===== config.mk =====
export PLATFORM = sky130hd
export DESIGN_NAME = regfile_wb_sequencer_flat
export DESIGN_NICKNAME = d
export VERILOG_FILES = /design/src/rtl/regfile_wb_sequencer_if.sv /design/src/rtl/regfile_wb_sequencer.sv /design/src/flat_wrapper.sv
export SDC_FILE = /design/constraint.sdc
export NUM_CORES = 1
export LEC_CHECK = 0
export BUFFER_PORTS_ARGS = -buffer_cell sky130_fd_sc_hd__buf_2
export CAP_MARGIN = 20
export CORE_MARGIN = 3
export CORE_UTILIZATION = 45
export CTS_BUF_LIST = sky130_fd_sc_hd__clkbuf_8
export CTS_CLUSTER_DIAMETER = 40
export DETAILED_ROUTE_END_ITERATION = 12
export PLACE_DENSITY = 0.82
export SLEW_MARGIN = 20
export SYNTH_ARGS = -nofsm -noshare
export SYNTH_HDL_FRONTEND = slang
export SYNTH_SLANG_ARGS = --single-unit

===== constraint.sdc =====
create_clock -name clk -period 3.5 [get_ports clk]
set_input_delay 0.7 -clock clk [delete_from_list [all_inputs] [get_ports clk]]
set_output_delay 0.7 -clock clk [all_outputs]
set_load 0.05 [all_outputs]

===== src/rtl/regfile_wb_sequencer_if.sv =====
`default_nettype none
// +------------------------------------------------------------------+
// | regfile_wb_sequencer_if : retire-stream and register write bus    |
// | Rev 1.0                                                           |
// +------------------------------------------------------------------+
interface regfile_wb_sequencer_if #(
  parameter int DATA_W = 64
);
  logic              in_valid;
  logic              in_ready;
  logic [3:0]        in_icode;
  logic              in_cnd;
  logic [3:0]        in_rA;
  logic [3:0]        in_rB;
  logic [DATA_W-1:0] in_valE;
  logic [DATA_W-1:0] in_valM;
  logic              wr_en;
  logic [3:0]        wr_addr;
  logic [DATA_W-1:0] wr_data;

  // Sequencer side
  modport slave (
    input  in_valid, in_icode, in_cnd, in_rA, in_rB, in_valE, in_valM,
    output in_ready, wr_en, wr_addr, wr_data
  );

  // Memory-stage / register-file side
  modport master (
    output in_valid, in_icode, in_cnd, in_rA, in_rB, in_valE, in_valM,
    input  in_ready, wr_en, wr_addr, wr_data
  );
endinterface
`default_nettype wire


===== src/rtl/regfile_wb_sequencer.sv =====
`default_nettype none
// +------------------------------------------------------------------+
// | regfile_wb_sequencer : serialises retiring instructions into      |
// | 0/1/2 register-file writes on a single write port. Rev 1.0        |
// +------------------------------------------------------------------+
module regfile_wb_sequencer #(
  parameter int         DATA_W = 64,
  parameter int         CNT_W  = 16,
  parameter logic [3:0] SP_IDX = 4'd4
) (
  input  logic                clk,
  input  logic                rst_n,
  regfile_wb_sequencer_if.slave bus,
  output logic                busy_o,
  output logic                halted_o,
  output logic                bad_icode_o,
  output logic [CNT_W-1:0]    retired_cnt_o
);

  localparam logic [1:0] S_IDLE   = 2'd0;
  localparam logic [1:0] S_ISSUE  = 2'd1;
  localparam logic [1:0] S_SECOND = 2'd2;

  localparam logic [3:0] I_HALT  = 4'd0;
  localparam logic [3:0] I_NOP   = 4'd1;
  localparam logic [3:0] I_CMOV  = 4'd2;
  localparam logic [3:0] I_IRMOV = 4'd3;
  localparam logic [3:0] I_RMMOV = 4'd4;
  localparam logic [3:0] I_MRMOV = 4'd5;
  localparam logic [3:0] I_OP    = 4'd6;
  localparam logic [3:0] I_JXX   = 4'd7;
  localparam logic [3:0] I_CALL  = 4'd8;
  localparam logic [3:0] I_RET   = 4'd9;
  localparam logic [3:0] I_PUSH  = 4'd10;
  localparam logic [3:0] I_POP   = 4'd11;

  localparam logic [3:0] R_NONE  = 4'hF;

  logic [1:0]        state_q, state_d;
  logic              wr_en_q, wr_en_d;
  logic [3:0]        wr_addr_q, wr_addr_d;
  logic [DATA_W-1:0] wr_data_q, wr_data_d;
  logic [3:0]        sec_addr_q, sec_addr_d;
  logic [DATA_W-1:0] sec_data_q, sec_data_d;
  logic              halted_q, halted_d;
  logic              bad_q, bad_d;
  logic [CNT_W-1:0]  cnt_q, cnt_d;

  logic              w_accept;
  logic [3:0]        w_tgt;
  logic [DATA_W-1:0] w_data;
  logic              w_second;
  logic              w_halt;
  logic              w_bad;
  logic              w_wr;

  assign bus.in_ready = rst_n & ~halted_q & (state_q != S_SECOND);
  assign w_accept     = bus.in_valid & bus.in_ready;

  // Decode the first write target; R_NONE means no first write.
  always_comb begin
    w_tgt    = R_NONE;
    w_data   = bus.in_valE;
    w_second = 1'b0;
    w_halt   = 1'b0;
    w_bad    = 1'b0;
    case (bus.in_icode)
      I_HALT:                w_halt = 1'b1;
      I_NOP, I_RMMOV, I_JXX: w_tgt  = R_NONE;
      I_CMOV: begin
        if (bus.in_cnd) w_tgt = bus.in_rB;
      end
      I_IRMOV, I_OP:         w_tgt  = bus.in_rB;
      I_MRMOV: begin
        w_tgt  = bus.in_rA;
        w_data = bus.in_valM;
      end
      I_CALL, I_RET, I_PUSH: w_tgt  = SP_IDX;
      I_POP: begin
        w_tgt    = SP_IDX;
        w_second = (bus.in_rA != R_NONE);
      end
      default:               w_bad  = 1'b1;
    endcase
  end

  assign w_wr = (w_tgt != R_NONE);

  always_comb begin
    state_d    = state_q;
    wr_en_d    = 1'b0;
    wr_addr_d  = wr_addr_q;
    wr_data_d  = wr_data_q;
    sec_addr_d = sec_addr_q;
    sec_data_d = sec_data_q;
    if (state_q == S_SECOND) begin
      wr_en_d   = 1'b1;
      wr_addr_d = sec_addr_q;
      wr_data_d = sec_data_q;
      state_d   = S_ISSUE;
    end else if (w_accept) begin
      wr_en_d = w_wr;
      if (w_wr) begin
        wr_addr_d = w_tgt;
        wr_data_d = w_data;
      end
      // popq's memory result is captured now; it issues one cycle later.
      if (w_second) begin
        sec_addr_d = bus.in_rA;
        sec_data_d = bus.in_valM;
        state_d    = S_SECOND;
      end else begin
        state_d    = S_ISSUE;
      end
    end else begin
      state_d = S_IDLE;
    end
  end

  assign halted_d = halted_q | (w_accept & w_halt);
  assign bad_d    = w_accept & w_bad;
  assign cnt_d    = cnt_q + CNT_W'(w_accept);

  always_ff @(posedge clk or negedge rst_n) begin
    if (!rst_n) begin
      state_q    <= S_IDLE;
      wr_en_q    <= 1'b0;
      wr_addr_q  <= 4'd0;
      wr_data_q  <= '0;
      sec_addr_q <= 4'd0;
      sec_data_q <= '0;
      halted_q   <= 1'b0;
      bad_q      <= 1'b0;
      cnt_q      <= '0;
    end else begin
      state_q    <= state_d;
      wr_en_q    <= wr_en_d;
      wr_addr_q  <= wr_addr_d;
      wr_data_q  <= wr_data_d;
      sec_addr_q <= sec_addr_d;
      sec_data_q <= sec_data_d;
      halted_q   <= halted_d;
      bad_q      <= bad_d;
      cnt_q      <= cnt_d;
    end
  end

  assign bus.wr_en    = wr_en_q;
  assign bus.wr_addr  = wr_addr_q;
  assign bus.wr_data  = wr_data_q;
  assign busy_o       = wr_en_q | (state_q == S_SECOND);
  assign halted_o     = halted_q;
  assign bad_icode_o  = bad_q;
  assign retired_cnt_o = cnt_q;

endmodule
`default_nettype wire

===== src/flat_wrapper.sv =====
// flat-port wrapper written by rule: the top's interface ports become plain ports
module regfile_wb_sequencer_flat 
#(
  parameter int         DATA_W = 64,
  parameter int         CNT_W  = 16,
  parameter logic [3:0] SP_IDX = 4'd4
)
  (clk, rst_n, busy_o, halted_o, bad_icode_o, retired_cnt_o, bus_in_valid, bus_in_icode, bus_in_cnd, bus_in_rA, bus_in_rB, bus_in_valE, bus_in_valM, bus_in_ready, bus_wr_en, bus_wr_addr, bus_wr_data);
  regfile_wb_sequencer_if #(.DATA_W(DATA_W)) bus_i ();
  input  logic clk;
  input  logic rst_n;
  output logic busy_o;
  output logic halted_o;
  output logic bad_icode_o;
  output logic [CNT_W-1:0] retired_cnt_o;
  input wire logic [$bits(bus_i.in_valid)-1:0] bus_in_valid;
  input wire logic [$bits(bus_i.in_icode)-1:0] bus_in_icode;
  input wire logic [$bits(bus_i.in_cnd)-1:0] bus_in_cnd;
  input wire logic [$bits(bus_i.in_rA)-1:0] bus_in_rA;
  input wire logic [$bits(bus_i.in_rB)-1:0] bus_in_rB;
  input wire logic [$bits(bus_i.in_valE)-1:0] bus_in_valE;
  input wire logic [$bits(bus_i.in_valM)-1:0] bus_in_valM;
  output wire logic [$bits(bus_i.in_ready)-1:0] bus_in_ready;
  output wire logic [$bits(bus_i.wr_en)-1:0] bus_wr_en;
  output wire logic [$bits(bus_i.wr_addr)-1:0] bus_wr_addr;
  output wire logic [$bits(bus_i.wr_data)-1:0] bus_wr_data;
  assign bus_i.in_valid = bus_in_valid;
  assign bus_i.in_icode = bus_in_icode;
  assign bus_i.in_cnd = bus_in_cnd;
  assign bus_i.in_rA = bus_in_rA;
  assign bus_i.in_rB = bus_in_rB;
  assign bus_i.in_valE = bus_in_valE;
  assign bus_i.in_valM = bus_in_valM;
  assign bus_in_ready = bus_i.in_ready;
  assign bus_wr_en = bus_i.wr_en;
  assign bus_wr_addr = bus_i.wr_addr;
  assign bus_wr_data = bus_i.wr_data;
  regfile_wb_sequencer #(.DATA_W(DATA_W), .CNT_W(CNT_W), .SP_IDX(SP_IDX)) u_core (.clk(clk), .rst_n(rst_n), .bus(bus_i), .busy_o(busy_o), .halted_o(halted_o), .bad_icode_o(bad_icode_o), .retired_cnt_o(retired_cnt_o));
endmodule

Word level (Yosys, flattened, before mapping) --
Cells that the tools add are included.
Storage, ports and cells: flip-flop bits (word level) 157, latch bits 0, bits in writable memories 0, ROM bits 0, input port bits 144, memories kept 0
Cells by class: add/subtract/negate cells 1, multipliers 0, div/mod/pow operators 0, order comparisons 0, eq/ne operators 15, shift-type cells 0, multiplexer cells 17, bitwise gates (word level) 9, reduce and logical (&&, ||, !) cells 8
Operators by type and width (count):
- 64-bit two-way mux | 4
- 16-bit by 1-bit adder with 16-bit output | 1
- 4-bit by 3-bit equality test with 1-bit output, second input constant | 4
- 4-bit equality test, second input constant | 4
- 4-bit two-way mux | 4
- 4-bit one-hot mux with 4 select lines | 1
- 12-bit OR reduction | 1
- 4-bit by 2-bit equality test with 1-bit output, second input constant | 2
- 4-bit inequality test, second input constant | 2
- 2-bit two-way mux | 3
- 1-bit AND | 5
- 1-bit two-way mux | 5
- 4-bit by 1-bit equality test with 1-bit output, second input constant | 1
- 4-bit logical NOT | 1
- 2-bit nonzero test | 2
- 4-bit OR reduction | 1
- 3-bit AND reduction | 1
- 2-bit equality test, second input constant | 1
- 2-bit inequality test, second input constant | 1
- 1-bit NOT | 2
- 1-bit bitwise OR | 2
- 2-bit AND reduction | 1
- 2-bit OR reduction | 1

Depth between registers and ports, before layout --
word-level depth 7, depth in mapped cells 10

Worst setup path after synthesis --
Ideal clock, no wire load.
path type reg-to-reg, start register u_core.halted_q, in the netlist u_core.halted_o, end register u_core.cnt_q[12], in the netlist u_core.retired_cnt_o[12], arrival time 2.301 ns, required time 3.359 ns, path slack 1.058 ns, stages on the path, launching flop included 10, clock period less this slack 2.442 ns, cells stage by stage dfrtp_1 nand3b_1 nor2_1 ha_1 ha_1 and4_1 and3_1 and4_1 nand3_1 xnor2_1
Between the ends: cells in the longest elaborated chain, start to end 5
RTL lines:
- start: declaration | RTL line regfile_wb_sequencer.sv:45 | logic halted_q, halted_d;
- start signal: assignment | RTL line regfile_wb_sequencer.sv:142 | halted_q <= halted_d;
- 1-bit NOT | RTL line regfile_wb_sequencer.sv:57 | assign bus.in_ready = rst_n & ~halted_q & (state_q != S_SECOND);
- 1-bit AND (2 in series) | RTL line regfile_wb_sequencer.sv:57
- 1-bit AND | RTL line regfile_wb_sequencer.sv:58 | assign w_accept = bus.in_valid & bus.in_ready;
- 16-bit by 1-bit adder with 16-bit output | RTL line regfile_wb_sequencer.sv:122 | assign cnt_d = cnt_q + CNT_W'(w_accept);
- named net u_core.cnt_d[12] | RTL line regfile_wb_sequencer.sv:47 | logic [CNT_W-1:0] cnt_q, cnt_d;
- end signal: assignment | RTL line regfile_wb_sequencer.sv:144 | cnt_q <= cnt_d;
- end: declaration | RTL line regfile_wb_sequencer.sv:47
The timed path passes the listed nets, and every way through them passes these cells. A chain may end at the register's enable or synchronous reset.

Worst setup path in the final report --
start input bus_in_icode[3], end register u_core.wr_data_q[42], in the netlist u_core.bus.wr_data[42]
Between the ends: cells in the longest elaborated chain, start to end 6
RTL lines:
- start: declaration | RTL line flat_wrapper.sv:17 | input wire logic [$bits(bus_i.in_icode)-1:0] bus_in_icode;
- 4-bit equality test (tied with other cells) | RTL line regfile_wb_sequencer.sv:67 | case (bus.in_icode)
- 4-bit OR reduction (no source line) / 2-bit OR reduction (equally long branches)
- 4-bit one-hot mux with 4 select lines | RTL line regfile_wb_sequencer.sv:67
- 4-bit inequality test | RTL line regfile_wb_sequencer.sv:87 | assign w_wr = (w_tgt != R_NONE);
- 2-bit nonzero test (no source line)
- 2-bit AND reduction (no source line)
- end signal: assignment | RTL line regfile_wb_sequencer.sv:139 | wr_data_q <= wr_data_d;
- end: declaration | RTL line regfile_wb_sequencer.sv:42 | logic [DATA_W-1:0] wr_data_q, wr_data_d;
Several ways; a longest one is shown, not always the timed one. The select of a mux whose other input is x is not followed.

==> metrics.txt <==
status=completed; Final Critical Period=between 2 and 3 ns; GRT Total Usage=roughly a fifth; die extent in x=between 100 and 150 um; worst-case reg-to-reg path depth=10; layout cells sized above 1=between 40% and 50%; worst slew pin tran=0.9960 ns; Worst EP required=3.82 ns; row cnt=46; drt via density=between 5 and 6; Critical-path top delay cell=mux2_2; Avg Cell Area, Syn=12.37 sq um; Setup TNS=0 ns; first-pass GRT wire length=27.59 mm; Starting Density=about 47%; final worst-path setup slack=roughly 0.96 ns; critical path endpoint category=flip-flop; number of fill cells=between 1k and 1.5k; endpoints failing setup=0; final RePlAce weighted congestion=~0.80; Setup Skew=between 0.009 and 0.01 ns; pin count of the biggest net entering global routing=between 150 and 200; Switch Pwr=~2500 uW; Hold Path Class=input port to async pin; DR WL/cell=16.44 um; library cells used by synthesis=41; unrepaired setup endpoints after global routing=false; Setup WS pre-CTS=slightly above 0.5 ns; total grt overflow=0; Synthesized Nets=approximately 750; Layout area overhead=23.57%; PostCTS Resize Cnt=0; Int Pwr=3675 uW; Final Net Count=just under 1k; # IOs=~230; post-synthesis instance total=607; Final Slew Violations=0; Yosys reg bits=157; sequential share of the synthesized area=between 50% and 60%; Num Clock Sinks=between 150 and 200; Peak VDD IR=~0.36 mV; part of the cycle the worst path needs=between 70% and 80%; CTS tree=built; IO buf count=between 200 and 250; power share of the combinational group=between 30% and 40%; leakage=0.004733 uW; Die ar.=18270 sq um; post-route DRC violation count=0; crit-path max cell delay=0.38 ns; part of the power in registers=about two fifths; CTS HTree Levels=4; Synth Cell Area=7506 sq um; Ys Warns=0; 1st-iter DRT viols=about 270; MaxCap Viol Count=0; commonest non-fill, non-tap cell in the layout=buf_2; CTS max path bufs=2; CP cell instances=buf_2 > nand4bb_4 > buf_4 > o22ai_1 > a22oi_1 > a32oi_4 > buf_12 > mux2_2; Clock Tree Root=clkbuf_8; core area=roughly 16000 sq um; vias in the first global route=roughly 5.5k; fmax=393.1 MHz; Clk pwr share=23.1%; Finished Core Util=a little under three fifths; CTS buffer count=17; Vias=~5.4k; initial antenna violation count=2; total wire length=17.36 mm; insertion delay to the later sink of the worst-skew pair=0.43 ns; Max Fanout on Critical Path=47; switching share of total power=between 40% and 50%; R2R Setup Slk=approximately 1.1 ns; worst reg2reg path startpoint=u_core.halted_o; most frequent cells in the layout=buf_2 (231), dfrtp_1 (157), mux2_2 (116), nand2_1 (73), o21ai_0 (70); Detail Placement HPWL=about 12 mm; Worst EP arrival=between 2 and 3 ns; worst rel slew slack=approximately a third; ant diodes=0; Reg clk slew, reported paths=about 0.090 ns; RR Endpoint=u_core.retired_cnt_o[14]; Die Y=between 100 and 150 um; crit start category=input port; WS Path Type=input port to flip-flop; Setup Buffers After CTS=0; drt pass-1 iters=4; power per cell area=approximately 660 nW/um^2; antenna violation net count after detailed routing=0; Final Hold Violating Endpoints=0; hold-fix buffers at CTS=0
## cells by family (layout without fill, tap and decap cells)
family | Yosys count | in the layout | share of synthesized area (%)
AO/OA/AOI/OAI | 86 | 86 | 6.451
XOR/XNOR | 14 | 14 | 1.634
adder cells (fa/ha/maj) | 2 | 2 | 0.3333
buffers and inverters | 41 | 274 | 2.984
flip-flops | 157 | 157 | 52.34
multiplexers | 199 | 199 | 29.74
AND/OR/NAND/NOR | 108 | 108 | 6.518
## worst max path at each step
stage | endpoint | slack [ns] | startpoint
2_1_floorplan | u_core.retired_cnt_o[12] | 1.06 | u_core.halted_o
3_3_place_gp | u_core.bus.wr_data[31] | 0.63 | bus_in_icode[3]
3_5_place_dp | u_core.bus.wr_data[25] | 0.51 | bus_in_icode[3]
4_1_cts | u_core.bus.wr_data[28] | 1.0 | bus_in_icode[3]
5_1_grt | u_core.bus.wr_data[42] | 0.90 | bus_in_icode[3]
6_report | u_core.bus.wr_data[42] | 0.96 | bus_in_icode[3]
## synthesized netlist by cell type (all sizes together)
cell,n,area [sq um]
and4,3,26.28
xor2,4,35.03
nand3,6,30.03
o21ai,70,350.3
nand3b,1,7.510
inv,2,7.510
o22ai,4,25.02
a21oi,1,5.000
nand4,1,6.260
o32ai,1,16.27
a41oi,1,8.760
xnor2,10,87.58
and3,3,18.77
nand4b,1,8.760
a22oi,1,7.510
nand2b,2,12.51
nor2b,3,18.77
and2,4,25.02
nor2,6,22.52
dfrtp,157,3929
mux2i,64,640.6
o21a,1,7.510
or3b,1,8.760
o311ai,1,8.760
a21o,1,7.510
nand4bb,1,11.26
ha,2,25.02
a31o,1,8.760
nand2,74,277.8
a32oi,1,16.27
a21boi,3,22.52
mux2,135,1592
buf,24,160.2
clkbuf,15,56.30
nor3,2,15.01
## stage by stage
stage               instances  hold slack (ns)  power (uW)  cell area (sq um)
floorplan                 607           0.4044        4152               7506
global placement         1024           0.4593        4717               8855
detailed placement       1024           0.4621        4773               8855
CTS                      1056           0.4700        6205               9275
global route             1056           0.4757        6429               9275
finish                   1056           0.4161        6137               9275
## routing by layer
layer / track usage [%] / wire (um) / vias up
met5: 0 / 21 / -
met4: 4.311 / 157 / 4
met3: 5.869 / 1281 / 15
met2: 32.33 / 8531 / 176
met1: 23.66 / 7368 / 2660
li1: - / - / 2589
## power groups by stage
| stage | clock (uW) | sequential (uW) | combinational (uW) |
|---|---|---|---|
| floorplan | 0 | 3560 | 595 |
| global placement | 0 | 2540 | 2180 |
| detailed placement | 0 | 2550 | 2220 |
| CTS | 1460 | 2520 | 2220 |
| global route | 1540 | 2570 | 2320 |
| finish | 1420 | 2520 | 2200 |
## flip-flops by register name (all words and copies together) (netlist names)
signal	cells
u_core.retired_cnt_o	16
u_core.bad_icode_o	1
u_core.bus.wr_data	64
u_core.bus.wr_en	1
u_core.state_q	2
u_core.sec_addr_q	4
u_core.halted_o	1
u_core.bus.wr_addr	4
u_core.sec_data_q	64
## final cells by class
| class | instances | area, sq um | area share [%] |
|---|---|---|---|
| well taps | 216 | 270.3 | 2.914 |
| flip-flops and latches | 157 | 3929 | 42.36 |
| inverters | 2 | 7.507 | 0.08094 |
| clock inverters | 15 | 186.4 | 2.010 |
| clock buffers | 17 | 234.0 | 2.523 |
| repair buffers | 240 | 1252 | 13.50 |
| multi-input cells | 409 | 3396 | 36.61 |
## worst max-delay path: cells and delay by family
| family | cells | cell delay, ns |
|---|---|---|
| AO/OA/AOI/OAI | 3 | 0.64 |
| AND/OR/NAND/NOR | 1 | 0.36 |
| buffers and inverters | 3 | 0.74 |
| multiplexers | 1 | 0.38 |
(Power assumes the default switching activity.)
